`src/rtl/dmem_ctrl_pkg.sv`:
```
// dmem_ctrl_pkg: shared types, port count and lane helpers for the data-memory controller.
package dmem_ctrl_pkg;
    localparam int NUM_PORTS = 2;
    typedef enum logic [2:0] {F3_B = 3'b000, F3_H = 3'b001, F3_W = 3'b010, F3_BU = 3'b100, F3_HU = 3'b101} funct3_e;
    typedef enum logic {IDLE, RMW_WR} state_e;
    function automatic logic access_err(logic [2:0] f3, logic we, logic [1:0] off);
        return (f3[1:0] == 2'b11) || (f3[2] && f3[1]) || (we && f3[2])
            || (f3[1:0] == 2'b01 && off[0]) || (f3 == F3_W && off != 2'b00);
    endfunction
    function automatic logic [31:0] lane_extract(logic [31:0] w, logic [1:0] off, logic [2:0] f3);
        logic [31:0] s;
        s = w >> {off, 3'b000};
        return f3[1] ? w : f3[0] ? {{16{s[15] & ~f3[2]}}, s[15:0]} : {{24{s[7] & ~f3[2]}}, s[7:0]};
    endfunction
    function automatic logic [31:0] lane_merge(logic [31:0] w, logic [1:0] off, logic [2:0] f3, logic [31:0] d);
        logic [31:0] m;
        m = (f3[0] ? 32'h0000_FFFF : 32'h0000_00FF) << {off, 3'b000};
        return (w & ~m) | ((d << {off, 3'b000}) & m);
    endfunction
endpackage

```
`src/rtl/dmem_ctrl_if.sv`:
```
// dmem_ctrl_if: requester-side bus of the data-memory controller, both ports packed per signal.
interface dmem_ctrl_if #(parameter int AW = 10, parameter int DW = 32);
    logic [dmem_ctrl_pkg::NUM_PORTS-1:0] req_i, we_i, gnt_o, rvalid_o, err_o;
    logic [dmem_ctrl_pkg::NUM_PORTS-1:0][2:0] funct3_i;
    logic [dmem_ctrl_pkg::NUM_PORTS-1:0][AW-1:0] addr_i;
    logic [dmem_ctrl_pkg::NUM_PORTS-1:0][DW-1:0] wdata_i, rdata_o;
    modport master (output req_i, we_i, funct3_i, addr_i, wdata_i, input gnt_o, rvalid_o, rdata_o, err_o);
    modport slave (input req_i, we_i, funct3_i, addr_i, wdata_i, output gnt_o, rvalid_o, rdata_o, err_o);
endinterface

```
`src/rtl/dmem_ctrl_rr_arbiter2.sv`:
```
// rr_arbiter2: two-way round-robin grant; on a tie the port that did not win last time wins.
module rr_arbiter2
    import dmem_ctrl_pkg::*;
(
    input  logic                 clk,
    input  logic                 arst_n,
    input  logic                 en,
    input  logic [NUM_PORTS-1:0] req,
    output logic [NUM_PORTS-1:0] gnt
);
    logic rr_last;
    always_comb gnt = (!arst_n || !en) ? 2'b00 : (&req) ? (rr_last ? 2'b01 : 2'b10) : req;
    always_ff @(posedge clk or negedge arst_n)
        if (!arst_n) rr_last <= 1'b1;
        else if (|gnt) rr_last <= gnt[1];
endmodule

```
`src/rtl/dmem_ctrl.sv`:
```
// dmem_ctrl: shares a word-wide memory between two requesters, adding sub-word loads and RMW stores.
// Optional DMEM_CTRL_PERF_EN adds per-port saturating stall counters.
module dmem_ctrl
    import dmem_ctrl_pkg::*;
#(
    parameter  int DATA_WIDTH    = 32,
    parameter  int DMEM_SZ_IN_KB = 1,
    localparam int ADDR_WIDTH    = $clog2(DMEM_SZ_IN_KB * 1024)
) (
    input  logic                  clk,
    input  logic                  arst_n,
    dmem_ctrl_if.slave            bus,
    output logic                  mem_write_en_o,
    output logic [ADDR_WIDTH-1:0] mem_addr_o,
    output logic [DATA_WIDTH-1:0] mem_wdata_o,
    input  logic [DATA_WIDTH-1:0] mem_rdata_i
`ifdef DMEM_CTRL_PERF_EN
    ,
    output logic [NUM_PORTS-1:0][31:0] stall_cnt_o
`endif
);
    state_e state, state_n;
    logic [NUM_PORTS-1:0] gnt, rvalid, err;
    logic [NUM_PORTS-1:0][DATA_WIDTH-1:0] rdata;
    logic sel, any, bad, we, is_w, sub_st, hold_port;
    logic [2:0] f3, hold_f3;
    logic [ADDR_WIDTH-1:0] a, hold_addr;
    logic [DATA_WIDTH-1:0] wd, hold_wd, rmw_q;
    rr_arbiter2 u_arb (.clk(clk), .arst_n(arst_n), .en(state == IDLE), .req(bus.req_i), .gnt(gnt));
    assign bus.gnt_o    = gnt;
    assign bus.rvalid_o = rvalid;
    assign bus.err_o    = err;
    assign bus.rdata_o  = rdata;
    always_comb begin
        sel = gnt[1];
        any = |gnt;
        f3 = bus.funct3_i[sel];
        a = bus.addr_i[sel];
        wd = bus.wdata_i[sel];
        we = bus.we_i[sel];
        bad = access_err(f3, we, a[1:0]);
        is_w = f3 == F3_W;
        sub_st = any && !bad && we && !is_w;
        state_n = (state == IDLE && sub_st) ? RMW_WR : IDLE;
        mem_addr_o = state == RMW_WR ? hold_addr : any ? a : '0;
        mem_wdata_o = state == RMW_WR ? lane_merge(rmw_q, hold_addr[1:0], hold_f3, hold_wd) : wd;
        mem_write_en_o = arst_n && (state == RMW_WR || (any && !bad && we && is_w));
    end
    // Sub-word stores park their payload here so the write cycle ignores the bus.
    always_ff @(posedge clk or negedge arst_n)
        if (!arst_n) begin
            state <= IDLE;
            rvalid <= '0;
            err <= '0;
            rdata <= '0;
            hold_port <= 1'b0;
            hold_f3 <= '0;
            hold_addr <= '0;
            hold_wd <= '0;
            rmw_q <= '0;
        end else begin
            state <= state_n;
            rvalid <= '0;
            err <= '0;
            if (state == RMW_WR) begin
                rvalid[hold_port] <= 1'b1;
                rdata[hold_port] <= '0;
            end else if (any && !sub_st) begin
                rvalid[sel] <= 1'b1;
                err[sel] <= bad;
                rdata[sel] <= (bad || we) ? '0 : lane_extract(mem_rdata_i, a[1:0], f3);
            end
            if (sub_st) begin
                hold_port <= sel;
                hold_f3 <= f3;
                hold_addr <= a;
                hold_wd <= wd;
                rmw_q <= mem_rdata_i;
            end
        end
`ifdef DMEM_CTRL_PERF_EN
    always_ff @(posedge clk or negedge arst_n)
        if (!arst_n) stall_cnt_o <= '0;
        else
            for (int i = 0; i < NUM_PORTS; i++)
                if (bus.req_i[i] && !gnt[i] && stall_cnt_o[i] != '1) stall_cnt_o[i] <= stall_cnt_o[i] + 32'd1;
`endif
endmodule

```
`src/flat_wrapper.sv`:
```
// flat-port wrapper written by rule: the top's interface ports become plain ports
module dmem_ctrl_flat import dmem_ctrl_pkg::*;
#(
    parameter  int DATA_WIDTH    = 32,
    parameter  int DMEM_SZ_IN_KB = 1,
    localparam int ADDR_WIDTH    = $clog2(DMEM_SZ_IN_KB * 1024)
)
  (clk, arst_n, mem_write_en_o, mem_addr_o, mem_wdata_o, mem_rdata_i, bus_req_i, bus_we_i, bus_funct3_i, bus_addr_i, bus_wdata_i, bus_gnt_o, bus_rvalid_o, bus_rdata_o, bus_err_o);
  dmem_ctrl_if #(.AW(10), .DW(32)) bus_i ();
  input  logic clk;
  input  logic arst_n;
  output logic mem_write_en_o;
  output logic [ADDR_WIDTH-1:0] mem_addr_o;
  output logic [DATA_WIDTH-1:0] mem_wdata_o;
  input  logic [DATA_WIDTH-1:0] mem_rdata_i;
  input wire logic [$bits(bus_i.req_i)-1:0] bus_req_i;
  input wire logic [$bits(bus_i.we_i)-1:0] bus_we_i;
  input wire logic [$bits(bus_i.funct3_i)-1:0] bus_funct3_i;
  input wire logic [$bits(bus_i.addr_i)-1:0] bus_addr_i;
  input wire logic [$bits(bus_i.wdata_i)-1:0] bus_wdata_i;
  output wire logic [$bits(bus_i.gnt_o)-1:0] bus_gnt_o;
  output wire logic [$bits(bus_i.rvalid_o)-1:0] bus_rvalid_o;
  output wire logic [$bits(bus_i.rdata_o)-1:0] bus_rdata_o;
  output wire logic [$bits(bus_i.err_o)-1:0] bus_err_o;
  assign bus_i.req_i = bus_req_i;
  assign bus_i.we_i = bus_we_i;
  assign bus_i.funct3_i = bus_funct3_i;
  assign bus_i.addr_i = bus_addr_i;
  assign bus_i.wdata_i = bus_wdata_i;
  assign bus_gnt_o = bus_i.gnt_o;
  assign bus_rvalid_o = bus_i.rvalid_o;
  assign bus_rdata_o = bus_i.rdata_o;
  assign bus_err_o = bus_i.err_o;
  dmem_ctrl #(.DATA_WIDTH(DATA_WIDTH), .DMEM_SZ_IN_KB(DMEM_SZ_IN_KB)) u_core (.clk(clk), .arst_n(arst_n), .bus(bus_i), .mem_write_en_o(mem_write_en_o), .mem_addr_o(mem_addr_o), .mem_wdata_o(mem_wdata_o), .mem_rdata_i(mem_rdata_i));
endmodule
```
`config.mk`:
```
export PLATFORM = sky130hd
export DESIGN_NAME = dmem_ctrl_flat
export DESIGN_NICKNAME = d
export VERILOG_FILES = /design/src/rtl/dmem_ctrl_pkg.sv /design/src/rtl/dmem_ctrl_if.sv /design/src/rtl/dmem_ctrl_rr_arbiter2.sv /design/src/rtl/dmem_ctrl.sv /design/src/flat_wrapper.sv
export SDC_FILE = /design/constraint.sdc
export NUM_CORES = 1
export LEC_CHECK = 0
export CAP_MARGIN = 20
export CORE_ASPECT_RATIO = 0.9
export CORE_UTILIZATION = 30
export CTS_BUF_LIST = sky130_fd_sc_hd__clkbuf_8
export CTS_CLUSTER_DIAMETER = 120
export CTS_CLUSTER_SIZE = 16
export DETAILED_ROUTE_END_ITERATION = 8
export MAX_ROUTING_LAYER = met4
export PLACE_DENSITY = 0.68
export SLEW_MARGIN = 25
export SYNTH_ARGS = -nofsm -noshare
export SYNTH_HDL_FRONTEND = slang
export SYNTH_SLANG_ARGS = --single-unit
```
`constraint.sdc`:
```
create_clock -name clk -period 2.5 [get_ports clk]
set_input_delay 0.5 -clock clk [delete_from_list [all_inputs] [get_ports clk]]
set_output_delay 0.5 -clock clk [all_outputs]
set_load 0.05 [all_outputs]
```
==> metrics.cfg <==
[synthesis]
ys_seq_elements = 130
syn_avg_cell_area_um2 = 9.32
synthArstFlopShare_pct = 100
synth_warnings = 0
synth_fp_nets = 899
synth_edf_count = 0
ys.flop_type = dfrtp_1
synthCells = 771
seq_area_frac_synth_pct = 45.3
netlist_area_mm2 = 0.00719
synth_cell_type_count = 59

[critical_path]
path_max_fanout = 5
cp-end-kind = primary output
cp.required_ns = 2.00
crit_start = u_core.state$_DFF_PN0_
critical_path_buf_inv_count = 2
crit_type = reg2out
crit_path_top_delay_cell = or4_4
crit_family = simple AND/OR/NAND/NOR gates
crit_chain = buf_4, nor2b_1, o21ai_2, or4_4, nor3_2, o21a_2, buf_8
worstSetupStartpointType = flip-flop
reg2reg_from = u_core.state$_DFF_PN0_
critPathMaxStageDelay_ns = 0.55
cp.arrival_ns = 2.28

[clocking]
htreeDepth = 4
clk_latency_ns = 0.45
cts.path.max_buffers = 2
tritoncts = built
clk_pin_slew_ns = 0.08
clock-sinks = 130
cts_root_buf = clkbuf_8
cts_made_buffers = 17

[run]
cap_violations = 0

[pwr]
irDropWorstVdd_mv = 0.346
power_leakage_nw = 5.40
power-per-cell-area_mw_per_mm2 = 663

[sta]
fin_skew_ns = 0.0142
rsz0062_at_grt = yes
drv_slew = 0
worst_slew_pin_slew_ns = 0.705
period_share_pct = 111
fin_tns_setup_ns = -6.21
setup_violations = 44
fmax_ghz = 0.359
period_needed_ns = 2.78
setup_ws_ns = -0.282
holdWs_ns = 0.0889
relSlewSlack_pct = 53.0
finalHoldViolCount = 0

[die]
rows = 53
die_x_um = 165
initial_utilization_pct = 30.7
core_area_mm2 = 0.0234
die-area_mm2 = 0.0246
ios = 241
die_h_um = 149

[layout]
syn2layout_area_growth_pct = 82.0
n_antenna_cell = 0
num-nets-final = 1253
layout.cells.most_common = clkdlybuf4s50_1
design_area_mm2 = 0.0131
layout-drive-gt1-share_pct = 33.8
final_cell_mix = 188 x clkdlybuf4s50_1, 127 x dfrtp_1, 119 x buf_4

[placement]
dpl_cell_area_mm2 = 0.0117
dp_slack_ns = -0.639
gp_congestion = 0.922
hpwl_um = 21000
port_buffers = 240

[drt]
routedWlPerCell_um = 20.4
drtIter0Drc = 632
routed_wl_um = 29300
antenna_left = 0
post-route-drc-count = 0
vias_per_cell = 5.28
vias = 7596
dr.pass1.iters = 5

[global_routing]
grt_overflow = 0
grt_pass1_wl_um = 42700
grtUsageTotal_pct = 23.8
antenna_found_initial = 0
first_global_vias = 7566
grt_max_degree = 73

[status]
violations = negative setup slack
status = finished with violations

[hold_path]
hold_path_class = in2async

stage by stage:
| step | instances | utilization, % | total power, mW |
|---|---|---|---|
| after floorplan | 771 | - | 4.72 |
| after detailed placement | 1399 | 50.1 | 6.26 |
| after CTS | 1443 | 54.3 | 8.51 |
| after global routing | 1438 | 55.9 | 9.03 |
| after global placement | 1399 | 50.1 | 6.21 |
| final | 1438 | 55.9 | 8.67 |
synthesized netlist by cell type, types with 2 or more instances:
library cell  count  area (µm²)
o21a_1            2        15.0
o31ai_1           2        15.0
buf_4            10        75.1
a21o_1            2        15.0
a222oi_1          7        70.1
a22o_1           14         123
a32oi_1          14         123
a21oi_1          82         410
o2111a_1          2        22.5
a211oi_1         21         158
buf_1             2        7.51
nand2_1          67         251
o22ai_1          12        75.1
and3_1            2        12.5
buf_6             3        33.8
o211ai_1          2        15.0
mux2_2           27         304
inv_1            20        75.1
a221oi_1          2        17.5
nand3_1           4        20.0
nor2b_1          13        81.3
nor3_1           14        70.1
o21ai_1           3        15.0
o22a_1            2        17.5
mux2i_1          47         470
nor2_1           99         372
a22oi_1           8        60.1
nand2b_1          9        56.3
clkbuf_1         26        97.6
dfrtp_1         129        3230
or4_1             2        15.0
mux2_1           20         225
buf_2            14        70.1
o21ai_0          63         315
cells by family (layout without fill, tap and decap cells):
kind of cell	count (synthesis)	count (layout)	synth area share, %
buffers and inverters	78	443	5.19
AOI/OAI and AO/OA	243	243	21.1
muxes	96	96	14.4
DFF	130	130	45.3
and+or+nand+nor	224	224	14.0
worst paths after layout:
check,cells past startpoint,slack (ns),to
worst max-delay path,7,-0.28,mem_write_en_o
worst min-delay path,3,0.09,u_core.rmw_q[23]$_DFFE_PN0P_
worst max register to register,10,-0.02,u_core.bus.rdata_o[4]$_DFFE_PN0P_
worst min register to register,2,0.48,u_core.bus.rdata_o[22]$_DFFE_PN0P_
max in group asynchronous,3,1.21,u_core.hold_addr[0]$_DFFE_PN0P_
min in group clk,2,0.48,u_core.bus.rdata_o[22]$_DFFE_PN0P_
layout make-up:
type | instances | area, µm²
fillers | 1960 | 10300
multi-input cells | 563 | 4670
repair buffers | 389 | 4210
flip-flops and latches | 130 | 3260
well taps | 302 | 378
clock buffers | 17 | 234
clock inverters | 13 | 211
inverters | 23 | 106
repair inverters | 1 | 8.76
worst min-delay path, delay by kind of cell:
family	cells	cell delay, ns
buffers and inverters	3	0.40
sequential cells by signal (all words and copies together) (netlist names):
register              count
u_core.u_arb.rr_last      1
u_core.state              1
u_core.hold_addr         10
u_core.bus.rvalid_o       2
u_core.rmw_q             32
u_core.hold_port          1
u_core.hold_f3            1
u_core.bus.err_o          2
u_core.hold_wd           16
u_core.bus.rdata_o       64
power breakdown:
group	switching [mW]	internal (mW)	leakage, nW
clock	0.895	1.18	0.216
combinational	2.08	1.65	3.52
sequential	0.346	2.53	1.66
total	3.32	5.35	5.40
routing by layer:
metal / part of all wire (%) / GRT usage [%]
met5: 0 / -
met4: 1.5 / 6.56
met3: 7.5 / 5.17
met2: 48 / 36.4
met1: 43 / 31.7
what timing repair did:
item	CTS	global route
hold buffers	0	0
setup endpoints to repair	57	63
gates resized for setup	86	74
pin swaps	15	31
setup buffers	12	12
cloned	3	1
Note: power is estimated with default switching activity, not from simulation.
